--- config.mk ---
export PLATFORM = sky130hd
export DESIGN_NAME = fpa_accum_flat
export DESIGN_NICKNAME = d
export VERILOG_FILES = /design/src/rtl/fpa_accum_if.sv /design/src/rtl/fpa_accum.sv /design/src/flat_wrapper.sv
export SDC_FILE = /design/constraint.sdc
export NUM_CORES = 1
export LEC_CHECK = 0
export CORE_MARGIN = 2
export CORE_UTILIZATION = 40
export CTS_CLUSTER_SIZE = 25
export DETAILED_ROUTE_END_ITERATION = 16
export PLACE_DENSITY = 0.77
export RECOVER_POWER = 50
export SLEW_MARGIN = 40
export SYNTH_ARGS = -nofsm -noshare
export SYNTH_HDL_FRONTEND = slang
export SYNTH_SLANG_ARGS = --single-unit
--- constraint.sdc ---
create_clock -name clk -period 1.5 [get_ports clk]
set_input_delay 0.3 -clock clk [delete_from_list [all_inputs] [get_ports clk]]
set_output_delay 0.3 -clock clk [all_outputs]
set_load 0.005 [all_outputs]
--- src/rtl/fpa_accum_if.sv ---
// rtl/fpa_accum_if.sv - operand stream, result stream and FPA handshake bundle for fpa_accum
interface fpa_accum_if #(
  parameter int COUNT_W = 8
);
  logic               in_valid;
  logic               in_ready;
  logic [7:0]         in_data;
  logic               in_last;
  logic               out_valid;
  logic               out_ready;
  logic [7:0]         out_data;
  logic               out_zero;
  logic [COUNT_W-1:0] out_count;
  logic               out_err;
  logic               fpa_clr;
  logic               fpa_go;
  logic [7:0]         fpa_a;
  logic [7:0]         fpa_b;
  logic               fpa_done;
  logic [7:0]         fpa_sum;

  modport master (
    output in_valid, in_data, in_last, out_ready, fpa_done, fpa_sum,
    input  in_ready, out_valid, out_data, out_zero, out_count, out_err,
           fpa_clr, fpa_go, fpa_a, fpa_b
  );

  modport slave (
    input  in_valid, in_data, in_last, out_ready, fpa_done, fpa_sum,
    output in_ready, out_valid, out_data, out_zero, out_count, out_err,
           fpa_clr, fpa_go, fpa_a, fpa_b
  );
endinterface

--- src/rtl/fpa_accum.sv ---
// rtl/fpa_accum.sv - packet accumulator sequencing an 8-bit FP adder
// FPA_ACCUM_TIMEOUT_EN enables the WAIT timeout (TIMEOUT cycles) and out_err.
module fpa_accum #(
  parameter int COUNT_W = 8,
  parameter int TIMEOUT = 32
) (
  input  logic        clk,
  input  logic        clr,
  fpa_accum_if.slave  bus
);

  typedef enum logic [2:0] {
    S_IDLE,
    S_ACCEPT,
    S_CLR,
    S_GO,
    S_WAIT,
    S_OUT
  } state_t;

  state_t             state;
  state_t             state_nx;
  logic [7:0]         acc;
  logic [7:0]         opb;
  logic               acc_zero;
  logic               last_q;
  logic               err;
  logic [COUNT_W-1:0] cnt;
  logic               take;
  logic               cancel;
  logic               timeout;
  logic               resolve;

  assign take    = (state == S_ACCEPT) && bus.in_valid;
  // Equal magnitude with opposite sign: the adder cannot normalise an exact zero.
  assign cancel  = !acc_zero && (acc[6:0] == bus.in_data[6:0]) && (acc[7] != bus.in_data[7]);
  assign resolve = (state == S_WAIT) && (bus.fpa_done || timeout);

`ifdef FPA_ACCUM_TIMEOUT_EN
  localparam int TW = $clog2(TIMEOUT + 1);
  logic [TW-1:0] wcnt;

  assign timeout = (state == S_WAIT) && !bus.fpa_done && (wcnt == TW'(TIMEOUT - 1));

  always_ff @(posedge clk or posedge clr) begin
    if (clr) begin
      wcnt <= '0;
    end else if (state != S_WAIT) begin
      wcnt <= '0;
    end else if (!bus.fpa_done) begin
      wcnt <= wcnt + 1'b1;
    end
  end
`else
  assign timeout = 1'b0;
`endif

  always_ff @(posedge clk or posedge clr) begin
    if (clr) begin
      state <= S_IDLE;
    end else begin
      state <= state_nx;
    end
  end

  always_comb begin
    state_nx = state;
    case (state)
      S_IDLE:   state_nx = S_ACCEPT;
      S_ACCEPT: begin
        if (take) begin
          if (acc_zero || cancel) begin
            state_nx = bus.in_last ? S_OUT : S_ACCEPT;
          end else begin
            state_nx = S_CLR;
          end
        end
      end
      S_CLR:    state_nx = S_GO;
      S_GO:     state_nx = S_WAIT;
      S_WAIT:   if (resolve) state_nx = last_q ? S_OUT : S_ACCEPT;
      S_OUT:    if (bus.out_ready) state_nx = S_ACCEPT;
      default:  state_nx = S_IDLE;
    endcase
  end

  always_comb begin
    bus.in_ready  = 1'b0;
    bus.out_valid = 1'b0;
    bus.out_data  = 8'h00;
    bus.out_zero  = 1'b0;
    bus.out_count = '0;
    bus.out_err   = 1'b0;
    bus.fpa_go    = 1'b0;
    bus.fpa_clr   = 1'b1;
    case (state)
      S_ACCEPT: bus.in_ready = 1'b1;
      S_GO: begin
        bus.fpa_go  = 1'b1;
        bus.fpa_clr = 1'b0;
      end
      S_WAIT:   bus.fpa_clr = 1'b0;
      S_OUT: begin
        bus.out_valid = 1'b1;
        bus.out_data  = acc_zero ? 8'h00 : acc;
        bus.out_zero  = acc_zero;
        bus.out_count = cnt;
        bus.out_err   = err;
      end
      default: ;
    endcase
  end

  assign bus.fpa_a = acc;
  assign bus.fpa_b = opb;

  always_ff @(posedge clk or posedge clr) begin
    if (clr) begin
      acc      <= 8'h00;
      opb      <= 8'h00;
      acc_zero <= 1'b1;
      last_q   <= 1'b0;
      err      <= 1'b0;
      cnt      <= '0;
    end else begin
      if (take) begin
        opb    <= bus.in_data;
        last_q <= bus.in_last;
        if (cnt != '1) cnt <= cnt + 1'b1;
        if (acc_zero) begin
          acc      <= bus.in_data;
          acc_zero <= 1'b0;
        end else if (cancel) begin
          acc      <= 8'h00;
          acc_zero <= 1'b1;
        end
      end
      if (state == S_WAIT) begin
        if (bus.fpa_done) begin
          acc <= bus.fpa_sum;
        end else if (timeout) begin
          err <= 1'b1;
        end
      end
      if ((state == S_OUT) && bus.out_ready) begin
        acc      <= 8'h00;
        acc_zero <= 1'b1;
        last_q   <= 1'b0;
        err      <= 1'b0;
        cnt      <= '0;
      end
    end
  end

endmodule

--- src/flat_wrapper.sv ---
// flat-port wrapper written by rule: the top's interface ports become plain ports
module fpa_accum_flat 
#(
  parameter int COUNT_W = 8,
  parameter int TIMEOUT = 32
)
  (clk, clr, bus_in_valid, bus_in_data, bus_in_last, bus_out_ready, bus_fpa_done, bus_fpa_sum, bus_in_ready, bus_out_valid, bus_out_data, bus_out_zero, bus_out_count, bus_out_err, bus_fpa_clr, bus_fpa_go, bus_fpa_a, bus_fpa_b);
  fpa_accum_if #(.COUNT_W(COUNT_W)) bus_i ();
  input  logic clk;
  input  logic clr;
  input wire logic [$bits(bus_i.in_valid)-1:0] bus_in_valid;
  input wire logic [$bits(bus_i.in_data)-1:0] bus_in_data;
  input wire logic [$bits(bus_i.in_last)-1:0] bus_in_last;
  input wire logic [$bits(bus_i.out_ready)-1:0] bus_out_ready;
  input wire logic [$bits(bus_i.fpa_done)-1:0] bus_fpa_done;
  input wire logic [$bits(bus_i.fpa_sum)-1:0] bus_fpa_sum;
  output wire logic [$bits(bus_i.in_ready)-1:0] bus_in_ready;
  output wire logic [$bits(bus_i.out_valid)-1:0] bus_out_valid;
  output wire logic [$bits(bus_i.out_data)-1:0] bus_out_data;
  output wire logic [$bits(bus_i.out_zero)-1:0] bus_out_zero;
  output wire logic [$bits(bus_i.out_count)-1:0] bus_out_count;
  output wire logic [$bits(bus_i.out_err)-1:0] bus_out_err;
  output wire logic [$bits(bus_i.fpa_clr)-1:0] bus_fpa_clr;
  output wire logic [$bits(bus_i.fpa_go)-1:0] bus_fpa_go;
  output wire logic [$bits(bus_i.fpa_a)-1:0] bus_fpa_a;
  output wire logic [$bits(bus_i.fpa_b)-1:0] bus_fpa_b;
  assign bus_i.in_valid = bus_in_valid;
  assign bus_i.in_data = bus_in_data;
  assign bus_i.in_last = bus_in_last;
  assign bus_i.out_ready = bus_out_ready;
  assign bus_i.fpa_done = bus_fpa_done;
  assign bus_i.fpa_sum = bus_fpa_sum;
  assign bus_in_ready = bus_i.in_ready;
  assign bus_out_valid = bus_i.out_valid;
  assign bus_out_data = bus_i.out_data;
  assign bus_out_zero = bus_i.out_zero;
  assign bus_out_count = bus_i.out_count;
  assign bus_out_err = bus_i.out_err;
  assign bus_fpa_clr = bus_i.fpa_clr;
  assign bus_fpa_go = bus_i.fpa_go;
  assign bus_fpa_a = bus_i.fpa_a;
  assign bus_fpa_b = bus_i.fpa_b;
  fpa_accum #(.COUNT_W(COUNT_W), .TIMEOUT(TIMEOUT)) u_core (.clk(clk), .clr(clr), .bus(bus_i));
endmodule
==> results of run 1 <==
==> cell usage in the layout, fill, tap and decap left out, types with 3 or more instances in the layout <==
| cell type | n |
|---|---|
| buf_4 | 41 |
| buf_6 | 32 |
| dfrtp_1 | 27 |
| clkdlybuf4s50_1 | 20 |
| a21oi_1 | 15 |
| dlygate4sd2_1 | 13 |
| buf_2 | 11 |
| and3_1 | 9 |
| and3_4 | 9 |
| o21ai_0 | 9 |
| nor2_1 | 8 |
| mux2_2 | 8 |
| clkbuf_8 | 7 |
| o21ai_2 | 6 |
| a21oi_2 | 6 |
| xor2_1 | 4 |
| xor2_2 | 4 |
| xnor2_1 | 4 |
| nand3_1 | 4 |
| inv_1 | 4 |
| nand2_1 | 4 |
| and2_4 | 3 |
| o211ai_1 | 3 |
| buf_12 | 3 |
==> final timing paths <==
check / cells past startpoint / endpoint / slack [ns] / from
worst min-delay path: 2 / u_core.bus.fpa_b[6] / 0.49 / bus_in_data[6]
min in group asynchronous: 3 / u_core.cnt[4] / 0.72 / clr
worst max-delay path: 6 / bus_out_count[1] / -0.29 / u_core.state[1]
worst max register to register: 7 / u_core.state[0] / -0.23 / u_core.bus.fpa_a[3]
worst min register to register: 1 / u_core.bus.fpa_b[4] / 0.51 / u_core.bus.fpa_b[4]
max in group asynchronous: 3 / u_core.cnt[0] / 0.16 / clr
==> through the flow <==
step,hold slack (ns),setup slack (ns),cell area (µm²)
finish,0.488,-0.294,3260
global route,0.511,-0.313,3260
CTS,0.349,-0.250,3030
detailed placement,0.491,-0.565,2560
global placement,0.489,-0.498,2560
floorplan,0.377,0.0300,1680
==> timing repair <==
item | CTS | global route
setup buffers | 22 | 15
hold buffers | 0 | 0
gates cloned | 3 | 0
gates resized for setup | 173 | 42
setup endpoints to repair | 46 | 51
pin swaps | 36 | 23
==> logic make-up after synthesis <==
logic type / after synthesis
flip-flops: 29
XOR/XNOR: 12
buffers and inverters: 15
adder cells (fa/ha/maj): 1
AO/OA/AOI/OAI: 53
other: 1
multiplexers: 10
AND/OR/NAND/NOR: 56
==> per-layer routing <==
layer / up-vias / GRT usage (%)
met5: - / 0
met4: 0 / 15.7
met3: 47 / 5.52
met2: 136 / 46.0
met1: 1030 / 38.6
li1: 886 / -
==> registers in the layout, indices dropped and copies added, names as in the netlist <==
| register | flops |
|---|---|
| u_core.last_q | 1 |
| u_core.acc_zero | 1 |
| u_core.bus.fpa_a | 8 |
| u_core.state | 3 |
| u_core.cnt | 8 |
| u_core.bus.fpa_b | 8 |
==> power by group through the flow <==
stage	clock (mW)	combinational [mW]	sequential, mW
after floorplan	0	1.21	1.40
after global placement	0	2.59	1.35
after detailed placement	0	2.63	1.37
after CTS	0.726	3.52	1.39
after global routing	0.768	4.40	1.46
final	0.729	4.21	1.43
==> critical path: stages (launching register included) <==
cell and delay (ns):
dfrtp_1 0.40, nor2b_4 0.21, buf_6 0.14, buf_6 0.10, buf_6 0.09, and3_1 0.15, buf_2 0.11
==> area by class of cell <==
class	count	area, µm²	area share, %
clock buffer	7	96.3	2.96
timing repair buffer	128	1180	36.2
sequential	29	728	22.4
multi-input combinational	134	1170	35.9
clock inverter	1	5.00	0.154
tap	50	62.6	1.92
inverter	4	15.0	0.461
==> metrics.yaml, run 1 <==
run_status: "finished, violations left"
failed_checks: "negative setup slack"
ys.flop_type: "dfrtp_1"
synth_top_family_by_area: "simple AND/OR/NAND/NOR gates"
synth_cells: 177
grt_max_degree: 16
wl_met1_mm: 2.90
utilization_pct: 80.9
die-area_mm2: 0.00473
cts_made_buffers: 5
ys_async_sr_fraction_pct: 100
cts_tree: "built"
synth_edf_count: 0
cellPowerDensity_mw_per_mm2: 1960
drt-total-wl_mm: 7.70
path_class: "reg -> out"
drtIter0Drc: 191
grt_pass1_wl_mm: 10.0
ant_nets: 0
worst_pin_slew_ns: 0.881
synth-seq-cells: 29
pwr-share-comb_pct: 66.1
p_int_mw: 3.85
coreArea_mm2: 0.00403
max_freq_ghz: 0.558
io-pin-count: 60
die_h_um: 68.8
synth_compound_area_share_pct: 18.7
path_max_fanout: 4
synth_simple_gate_area_share_pct: 19.9
post-place-cells: 312
tns_ns: -8.94
synth_area_leaders: "dfrtp_1 (42%), a21oi_1 (6.9%), and3_1 (6.7%)"
cts.path.max_buffers: 2
synthMuxAreaShare_pct: 6.56
rsz0062_at_grt: "true"
wl_met2_mm: 3.76
cp.required_ns: 1.20
ys_seq_area_share_pct: 43.3
syn_avg_cell_area_um2: 9.48
timing_max_transition_violations_final: 0
die_w_um: 68.8
syn-cell-area_mm2: 0.00168
yosysTopAreaCell: "dfrtp_1"
synth_cell_types: 35
period_needed_ns: 1.79
area_delta_synth_final_pct: 94.2
clkPwrFrac_pct: 11.4
clk_pin_slew_ns: 0.07
final_hold_viol_count: 0
syn_nets: 200
yosysMostFrequentCell: "dfrtp_1"
post-route-period-util_pct: 120
ys_warn_count: 0
sw_frac_of_total_pct: 39.6
total_power_mw: 6.37
ir_drop_mv: 1.11
netlist_top_cells_count: "dfrtp_1 (28), a21oi_1 (23), and3_1 (18), o21ai_0 (18), nor2_1 (10)"
fillers: 224
synth_xor_area_share_pct: 6.26
drc: 0
synth_top_area_share_pct: 41.8
p_switching_mw: 2.52
insertion_delay_ns: 0.29
hold_class: "in -> reg"
synthAdderAreaFrac_pct: 0.746
dr.pass1.iters: 4
cap_violations: 0
critPathCaptureType: "output port"
dr_total_vias: 2099
diodes: 0
grt-ovfl-total: 0
clockRootBuffer: "clkbuf_8"
rows: 23
antenna_found_initial: 0
nets: 325
initial_core_util_pct: 41.6
leakage_nw: 1.53
layout.cells.non_filler: 353
cts_sinks: 29
hpwlAfterDp_mm: 3.65
fin_skew_ns: 0.0129
cts.htree.levels: 2
seqPwrFrac_pct: 22.5
slew-limit-headroom_pct: 41.3
top_layer: "met4"
grt_use_total_pct: 29.4
worst_slack_ns: -0.294
crit_path_start_kind: "flip-flop"
wl_met3_um: 569
wl_per_cell_um: 21.8
place.gp.congestion: 0.865
setup_viol: 50
worstPathArrival_ns: 1.49
drive_gt1_share_pct: 51.8
io_buffers: 58
first_global_vias: 2007
viasPerCell: 5.95
Note: power is estimated with default switching activity, not from simulation.
==> run 2: changes to the inputs <==
- HOLD_SLACK_MARGIN: default -> 0.12
==> results of run 2 <==
Same layout as run 1: the final DEF is identical, and so are final timing and power.
